===== src/rtl/regfile_debug_master.sv =====
// regfile_debug_master: debug/boot initiator that bulk-loads or dumps the 8x8 register file.
//   Command:  CMD_VALID/CMD_READY handshake, CMD_OP (0=load, 1=dump), CMD_ADDR start, CMD_COUNT (clamped to 8)
//   Load in:  DIN/DIN_VALID/DIN_READY byte stream written via RF_IN/RF_INADDR/RF_WRITE
//   Dump out: RF_OUTADDR/RF_OUT read, streamed on DOUT/DOUT_VALID/DOUT_READY
//   Status:   BUSY outside IDLE, DONE one-cycle pulse on completion; all outputs registered
module regfile_debug_master #(
  parameter int READ_SETTLE = 1
) (
  input  logic       CLOCK,
  input  logic       RESET,
  input  logic       CMD_VALID,
  output logic       CMD_READY,
  input  logic       CMD_OP,
  input  logic [2:0] CMD_ADDR,
  input  logic [3:0] CMD_COUNT,
  input  logic [7:0] DIN,
  input  logic       DIN_VALID,
  output logic       DIN_READY,
  output logic [7:0] DOUT,
  output logic       DOUT_VALID,
  input  logic       DOUT_READY,
  output logic [7:0] RF_IN,
  output logic [2:0] RF_INADDR,
  output logic       RF_WRITE,
  output logic [2:0] RF_OUTADDR,
  input  logic [7:0] RF_OUT,
  output logic       BUSY,
  output logic       DONE
);
  localparam logic [2:0] IDLE = 3'd0, LD_WAIT = 3'd1, LD_WR = 3'd2, DP_ADDR = 3'd3,
                         DP_SETTLE = 3'd4, DP_SEND = 3'd5, FIN = 3'd6;
  logic [2:0] state_q, state_d, addr_q, addr_d, settle_q, settle_d;
  logic [2:0] rf_inaddr_q, rf_inaddr_d, rf_outaddr_q, rf_outaddr_d;
  logic [3:0] rem_q, rem_d;
  logic [7:0] dout_q, dout_d, rf_in_q, rf_in_d;
  logic cmd_ready_q, cmd_ready_d, din_ready_q, din_ready_d, dout_valid_q, dout_valid_d;
  logic rf_write_q, rf_write_d, busy_q, busy_d, done_q, done_d;
  always_comb begin
    state_d = state_q;
    addr_d = addr_q;
    rem_d = rem_q;
    settle_d = settle_q;
    rf_in_d = rf_in_q;
    rf_inaddr_d = rf_inaddr_q;
    rf_outaddr_d = rf_outaddr_q;
    dout_d = dout_q;
    dout_valid_d = dout_valid_q;
    cmd_ready_d = cmd_ready_q;
    din_ready_d = din_ready_q;
    busy_d = busy_q;
    rf_write_d = 1'b0;
    done_d = 1'b0;
    case (state_q)
      IDLE: if (CMD_VALID) begin
        addr_d = CMD_ADDR;
        rem_d = (CMD_COUNT > 4'd8) ? 4'd8 : CMD_COUNT;
        cmd_ready_d = 1'b0;
        busy_d = 1'b1;
        state_d = (CMD_COUNT == 4'd0) ? FIN : CMD_OP ? DP_ADDR : LD_WAIT;
        done_d = CMD_COUNT == 4'd0;
        din_ready_d = CMD_COUNT != 4'd0 && !CMD_OP;
      end
      LD_WAIT: if (DIN_VALID) begin
        rf_in_d = DIN;
        rf_inaddr_d = addr_q;
        rf_write_d = 1'b1;
        din_ready_d = 1'b0;
        state_d = LD_WR;
      end
      LD_WR: begin
        addr_d = addr_q + 3'd1;
        rem_d = rem_q - 4'd1;
        state_d = (rem_q == 4'd1) ? FIN : LD_WAIT;
        done_d = rem_q == 4'd1;
        din_ready_d = rem_q != 4'd1;
      end
      DP_ADDR: begin
        rf_outaddr_d = addr_q;
        settle_d = 3'(READ_SETTLE);
        state_d = DP_SETTLE;
      end
      // RF_OUT is sampled once RF_OUTADDR has been stable for READ_SETTLE cycles
      DP_SETTLE: begin
        settle_d = settle_q - 3'd1;
        if (settle_q <= 3'd1) begin
          dout_d = RF_OUT;
          dout_valid_d = 1'b1;
          state_d = DP_SEND;
        end
      end
      DP_SEND: if (DOUT_READY) begin
        dout_valid_d = 1'b0;
        addr_d = addr_q + 3'd1;
        rem_d = rem_q - 4'd1;
        state_d = (rem_q == 4'd1) ? FIN : DP_ADDR;
        done_d = rem_q == 4'd1;
      end
      default: begin
        state_d = IDLE;
        busy_d = 1'b0;
        cmd_ready_d = 1'b1;
        din_ready_d = 1'b0;
        dout_valid_d = 1'b0;
      end
    endcase
  end
  always_ff @(posedge CLOCK) begin
    if (RESET) begin
      state_q <= IDLE;
      addr_q <= '0;
      rem_q <= '0;
      settle_q <= '0;
      rf_in_q <= '0;
      rf_inaddr_q <= '0;
      rf_outaddr_q <= '0;
      dout_q <= '0;
      dout_valid_q <= 1'b0;
      cmd_ready_q <= 1'b1;
      din_ready_q <= 1'b0;
      rf_write_q <= 1'b0;
      busy_q <= 1'b0;
      done_q <= 1'b0;
    end else begin
      state_q <= state_d;
      addr_q <= addr_d;
      rem_q <= rem_d;
      settle_q <= settle_d;
      rf_in_q <= rf_in_d;
      rf_inaddr_q <= rf_inaddr_d;
      rf_outaddr_q <= rf_outaddr_d;
      dout_q <= dout_d;
      dout_valid_q <= dout_valid_d;
      cmd_ready_q <= cmd_ready_d;
      din_ready_q <= din_ready_d;
      rf_write_q <= rf_write_d;
      busy_q <= busy_d;
      done_q <= done_d;
    end
  end
  assign CMD_READY = cmd_ready_q;
  assign DIN_READY = din_ready_q;
  assign DOUT = dout_q;
  assign DOUT_VALID = dout_valid_q;
  assign RF_IN = rf_in_q;
  assign RF_INADDR = rf_inaddr_q;
  assign RF_WRITE = rf_write_q;
  assign RF_OUTADDR = rf_outaddr_q;
  assign BUSY = busy_q;
  assign DONE = done_q;
endmodule


===== config.mk =====
export PLATFORM = sky130hd
export DESIGN_NAME = regfile_debug_master
export DESIGN_NICKNAME = d
export VERILOG_FILES = /design/src/rtl/regfile_debug_master.sv
export SDC_FILE = /design/constraint.sdc
export NUM_CORES = 1
export LEC_CHECK = 0
export BUFFER_PORTS_ARGS = -buffer_cell sky130_fd_sc_hd__buf_2
export CAP_MARGIN = 20
export CORE_ASPECT_RATIO = 0.8
export CORE_UTILIZATION = 50
export DETAILED_ROUTE_END_ITERATION = 16
export PLACE_DENSITY = 0.83
export SLEW_MARGIN = 20
export SYNTH_ARGS = -nofsm -noshare
export SYNTH_HDL_FRONTEND = slang
export SYNTH_SLANG_ARGS = --single-unit

===== constraint.sdc =====
create_clock -name CLOCK -period 2 [get_ports CLOCK]
set_clock_uncertainty 0.2 [all_clocks]
set_input_delay 0.2 -clock CLOCK [delete_from_list [all_inputs] [get_ports CLOCK]]
set_output_delay 0.2 -clock CLOCK [all_outputs]
set_load 0.01 [all_outputs]

== After elaboration in Yosys (flattened, before gate mapping) ==
Cells that the tools add are included.
W data, S select, Z words.

* Logic and storage cells: 83
* Output and inout bits: 28
* Bits in registers: 41
* Input bits: 29

* Bitwise operators: 4
* Magnitude comparators: 2
* Reductions and logical operators: 18
* Multiplexer cells: 31
* Equal/unequal tests: 11
* $add $sub $neg: 3

{| class="wikitable"
|+ Operators by type and width
! operator !! count
|-
| $mux W3 || 9
|-
| $pmux W3 S6 || 1
|-
| $mux W4 || 3
|-
| $pmux W4 S3 || 1
|-
| $mux W1 || 9
|-
| $pmux W3 S3 || 1
|-
| $reduce_and A3 Y1 || 3
|-
| $ne A2 B2 Y1 const B || 4
|-
| $eq A3 B2 Y1 const B || 2
|-
| $eq A3 B3 Y1 const B || 2
|-
| $pmux W1 S3 || 2
|-
| $pmux W3 S2 || 1
|-
| $reduce_and A2 Y1 || 3
|-
| $reduce_or A5 Y1 || 1
|-
| $eq A4 B1 Y1 const B || 1
|-
| $gt A4 B4 Y1 const B || 1
|-
| $logic_not A4 Y1 || 1
|-
| $ne A4 B1 Y1 const B || 1
|-
| $not A1 Y1 || 4
|-
| $pmux W1 S2 || 2
|-
| $pmux W1 S4 || 1
|-
| $reduce_and A4 Y1 || 1
|-
| $reduce_bool A4 Y1 || 1
|-
| $reduce_or A4 Y1 || 1
|-
| 13 further kinds || 13
|}

== Depth between registers and ports, before layout ==
* Word-level depth: 4
* Depth in mapped cells: 7
* Depth with buffers taken out: 6

== Worst setup path after synthesis ==
Ideal clock, no wire load.

* Kind: reg-to-reg
* Start point: register rem_q[1]
* End point: register state_q[1]
* Setup time: 0.086 ns
* Data required time: 1.714 ns
* Cell stages (with the launch flop): 7
* Data arrival time: 1.427 ns
* Path buffers: 0
* Slack: 0.287 ns
* Period minus slack after synthesis: 1.713 ns
* Path through: dfxtp_1 inv_1 ha_1 or3b_2 o21ai_0 o311ai_0 a211oi_1

* Cells in the longest elaborated chain, start to end: 3

{| class="wikitable"
|+ Ends and longest elaborated chain
! element !! RTL line !! RTL
|-
| from (decl) || 34 || <nowiki>logic [3:0] rem_q, rem_d;</nowiki>
|-
| from (signal assigned) || 126 || <nowiki>rem_q <= rem_d;</nowiki>
|-
| $eq A4 B1 Y1 || 73 || <nowiki>state_d = (rem_q == 4'd1) ? FIN : LD_WAIT;</nowiki>
|-
| $mux W3 || 73 ||
|-
| $pmux W3 S6 || 53 || <nowiki>case (state_q)</nowiki>
|-
| to (signal assigned) || 124 || <nowiki>state_q <= state_d;</nowiki>
|-
| to (decl) || 32 || <nowiki>logic [2:0] state_q, state_d, addr_q, addr_d, settle_q, settle_d;</nowiki>
|}

Every way passes these cells.
A chain may end at the register's enable or synchronous reset.

== Worst setup path in the final report ==
Same ends and word-level chain as after synthesis.

==> impl_results.rst <==
.. list-table::
   :header-rows: 1

   * - Metric
     - Value
   * - Result of the run
     - completed
   * - HPWL after detailed placement
     - 3.472 mm
   * - Most area-hungry cell type in the Yosys netlist
     - sky130_fd_sc_hd__dfxtp_1
   * - H-tree depth
     - 2
   * - Top-count cell post-synth
     - sky130_fd_sc_hd__dfxtp_1
   * - Net count of the mapped netlist
     - 264
   * - Fraction of layout cells with a size suffix above 1
     - 0.2765
   * - First DRT Iteration DRCs
     - 190
   * - # Max-Cap Violations
     - 0
   * - Initial standard-cell utilization of the core
     - 0.5458
   * - PortBufs
     - 56
   * - Worst stage delay on the critical path
     - 0.46 ns
   * - Pin count of the biggest net entering global routing
     - 30
   * - Most used flip-flop cell after synthesis
     - sky130_fd_sc_hd__dfxtp_1
   * - Max-slew violation total from the final report
     - 0
   * - CP Data Required Time
     - 2.01 ns
   * - Number of synthesized register bits
     - 41
   * - DR DRC count
     - 0
   * - Vias in the first global route
     - 1835
   * - Final routed wire length divided by cell count
     - 14.24 um
   * - Master cell of the clock root buffer
     - sky130_fd_sc_hd__clkbuf_8
   * - Overall Global Routing Usage
     - 0.2627
   * - Final instance area
     - 2630 um^2
   * - Area fraction of the dominant cell type after synthesis
     - 0.4189
   * - Maximum frequency from static timing analysis
     - 535.7 MHz
   * - CTS Buffer Depth
     - 2
   * - Highest metal used
     - met4
   * - Worst min path class
     - in -> reg
   * - Gate count after technology mapping
     - 230
   * - Crit path arrival time
     - 1.87 ns
   * - Standard-cell row count
     - 19
   * - Fin util
     - 0.7327
   * - I/O pins
     - 57
   * - DR vias
     - 1940
   * - Remaining number of nets flagged by the antenna check after routing
     - 0
   * - Overall routed net length
     - 5.170 mm
   * - Layout overhead on the synthesized area
     - 34.23%
   * - Die height
     - 57.99 um
   * - Mean post-synth cell area
     - 8.519 um^2
   * - Class of the most critical setup path
     - reg -> reg
   * - Clk slew on worst S/H paths
     - 0.07 ns
   * - Final cycle utilization of the critical path
     - 0.9334
   * - Antenna violations before repair
     - 0
   * - Leakage power total
     - 0.001130 uW
   * - Total negative slack for setup checks
     - 0 ns
   * - Post-synth top cells
     - 41 x sky130_fd_sc_hd__dfxtp_1, 37 x sky130_fd_sc_hd__nand2_1, 23 x sky130_fd_sc_hd__nor2_1
   * - Cell with the largest stage delay on the worst path
     - sky130_fd_sc_hd__or3b_2
   * - Post-synth ARST share
     - 0
   * - Number of enable-type register cells in the synthesized netlist
     - 0
   * - Clock insertion delay at the later pin of the skew report
     - 0.29 ns
   * - Sequential fraction of the synthesis area
     - 0.4189
   * - Maximum vdd drop
     - 789.1 uV
   * - Diode count
     - 0
   * - Hold Worst Slack
     - 0.01015 ns
   * - Final setup violating endpoints
     - 0
   * - Grt ovf
     - 0
   * - Worst path cell trace
     - inv_1 -> ha_1 -> or3b_2 -> o21ai_0 -> o311ai_0 -> a211oi_1
   * - Top cells by area, synth
     - sky130_fd_sc_hd__dfxtp_1 42%, sky130_fd_sc_hd__nand2_1 7.1%, sky130_fd_sc_hd__mux2i_1 6.6%
   * - Total chip power
     - 2793 uW
   * - Actual slew at the worst max-slew pin
     - 0.4475 ns
   * - Critical path endpoint category
     - flop
   * - Final Hold Violating Endpoints
     - 0
   * - Total CTS buffers
     - 5
   * - Synthesis warning total
     - 0
   * - Placeable core region
     - 3590 um^2
   * - Global-route wire length before repair
     - 8.438 mm
   * - Number of nets in the final layout
     - 345
   * - CTS tree
     - yes
   * - Summed instance area of the synthesized netlist
     - 1959 um^2
   * - Routed met3 length
     - 360 um
   * - Number of sinks handled by clock tree synthesis
     - 41
   * - Met2 routed wirelength
     - 2.449 mm
   * - Met1 wire length
     - 2.308 mm
   * - Slew Limit Headroom
     - 0.7016
   * - Power per cell area
     - 1062 nW/um^2
   * - Final critical-path required period
     - 1.867 ns
   * - Netlist cell types
     - 47
   * - Die footprint
     - 4175 um^2
   * - Via count normalized by instance count
     - 5.344
   * - Worst-path maximum fanout
     - 3
   * - Horizontal extent of the die
     - 71.99 um
   * - Placement Cell Area
     - 2340 um^2
   * - Unrepaired setup endpoints after global routing
     - false
   * - DR pass1 iterations
     - 4
   * - CP startpoint kind
     - flop
   * - Routability congestion estimate
     - 0.8631
## flip-flops by register name, summed over array words and instances, names as in the netlist
register / flops
DOUT: 8
RF_IN: 8
rem_q: 4
RF_INADDR: 3
RF_OUTADDR: 3
addr_q: 3
settle_q: 3
state_q: 3
BUSY: 1
CMD_READY: 1
DIN_READY: 1
DONE: 1
DOUT_VALID: 1
RF_WRITE: 1
## cell families (layout without fill, tap and decap cells)
kind of cell    Yosys count  after routing  synth area share
flops                    41             41            0.4189
buf+inv                  22            103           0.05236
compound gates           59             59            0.2107
fa+ha+maj                 5              5           0.03193
simple gates             89             89            0.2139
mux                      14             14           0.07216
## where the power goes
part	internal (uW)	switching (uW)	leakage (uW)
registers	948	136	0.000334
logic	484	583	0.000742
clock network	363	280	0.0000540
total	1790	999	0.00113
## critical path, delay by kind of cell, from the launching register on
| family | cells | cell delay, ns |
|---|---|---|
| AOI/OAI and AO/OA | 3 | 0.53 |
| adders and majority gates | 1 | 0.19 |
| buffers and inverters | 1 | 0.09 |
| DFF | 1 | 0.31 |
| and+or+nand+nor | 1 | 0.46 |
## metal layers
layer  vias to the layer above  global-route usage
li1                        978                   -
met1                       880              0.3373
met2                        75              0.4447
met3                         7             0.06783
met4                         0             0.06723
met5                         -                   0
## final cells by class
cell class / instances / area (um^2)
Clock buffer: 5 / 68.82
Clock inverter: 2 / 35.03
Fill cell: 297 / 959.7
Inverter: 9 / 33.78
Multi-Input combinational cell: 167 / 1047
Sequential cell: 41 / 822.0
Tap cell: 52 / 65.06
Timing Repair Buffer: 87 / 558.0
## through the flow
| stage | cells | setup WS (ns) |
|---|---|---|
| 6_report | 363 | 0.1332 |
| 5_1_grt | 363 | 0.01578 |
| 4_1_cts | 363 | 0.1450 |
| 3_5_place_dp | 338 | 0.1471 |
| 3_3_place_gp | 338 | 0.1912 |
| 2_1_floorplan | 230 | 0.2871 |
## cells in the final DEF (no fill, tap or decap), drive strengths merged, types with 2 or more instances in the layout
master        n
and3          2
nor2b         7
o31a          2
or3b          2
o21ai        10
o311ai        2
nor4          3
nor3b         2
a2111oi       2
inv           9
nor2         23
nand2        37
a21o          2
a21oi        22
nand2b        2
dlygate4sd3  18
clkbuf        5
dfxtp        41
a211oi        2
or3           2
o32ai         2
mux2i        13
nand3         5
buf          69
o2bb2ai       2
ha            5
a31oi         3
## timing repair
action	in CTS	in global routing
gates resized for setup	0	2
hold buffers	18	0
endpoints found under the setup margin	0	2
buffers inserted	0	0
endpoints found under the hold margin	18	0
## final timing paths
kind / depth (start not counted) / start / end / slack (ns)
setup reg to reg: 6 / rem_q[1] / state_q[1] / 0.13
setup / recovery: 6 / rem_q[1] / state_q[1] / 0.13
hold / removal: 3 / CMD_ADDR[1] / addr_q[1] / 0.01
hold reg to reg: 2 / RF_IN[3] / RF_IN[3] / 0.25
(Power assumes the default switching activity.)
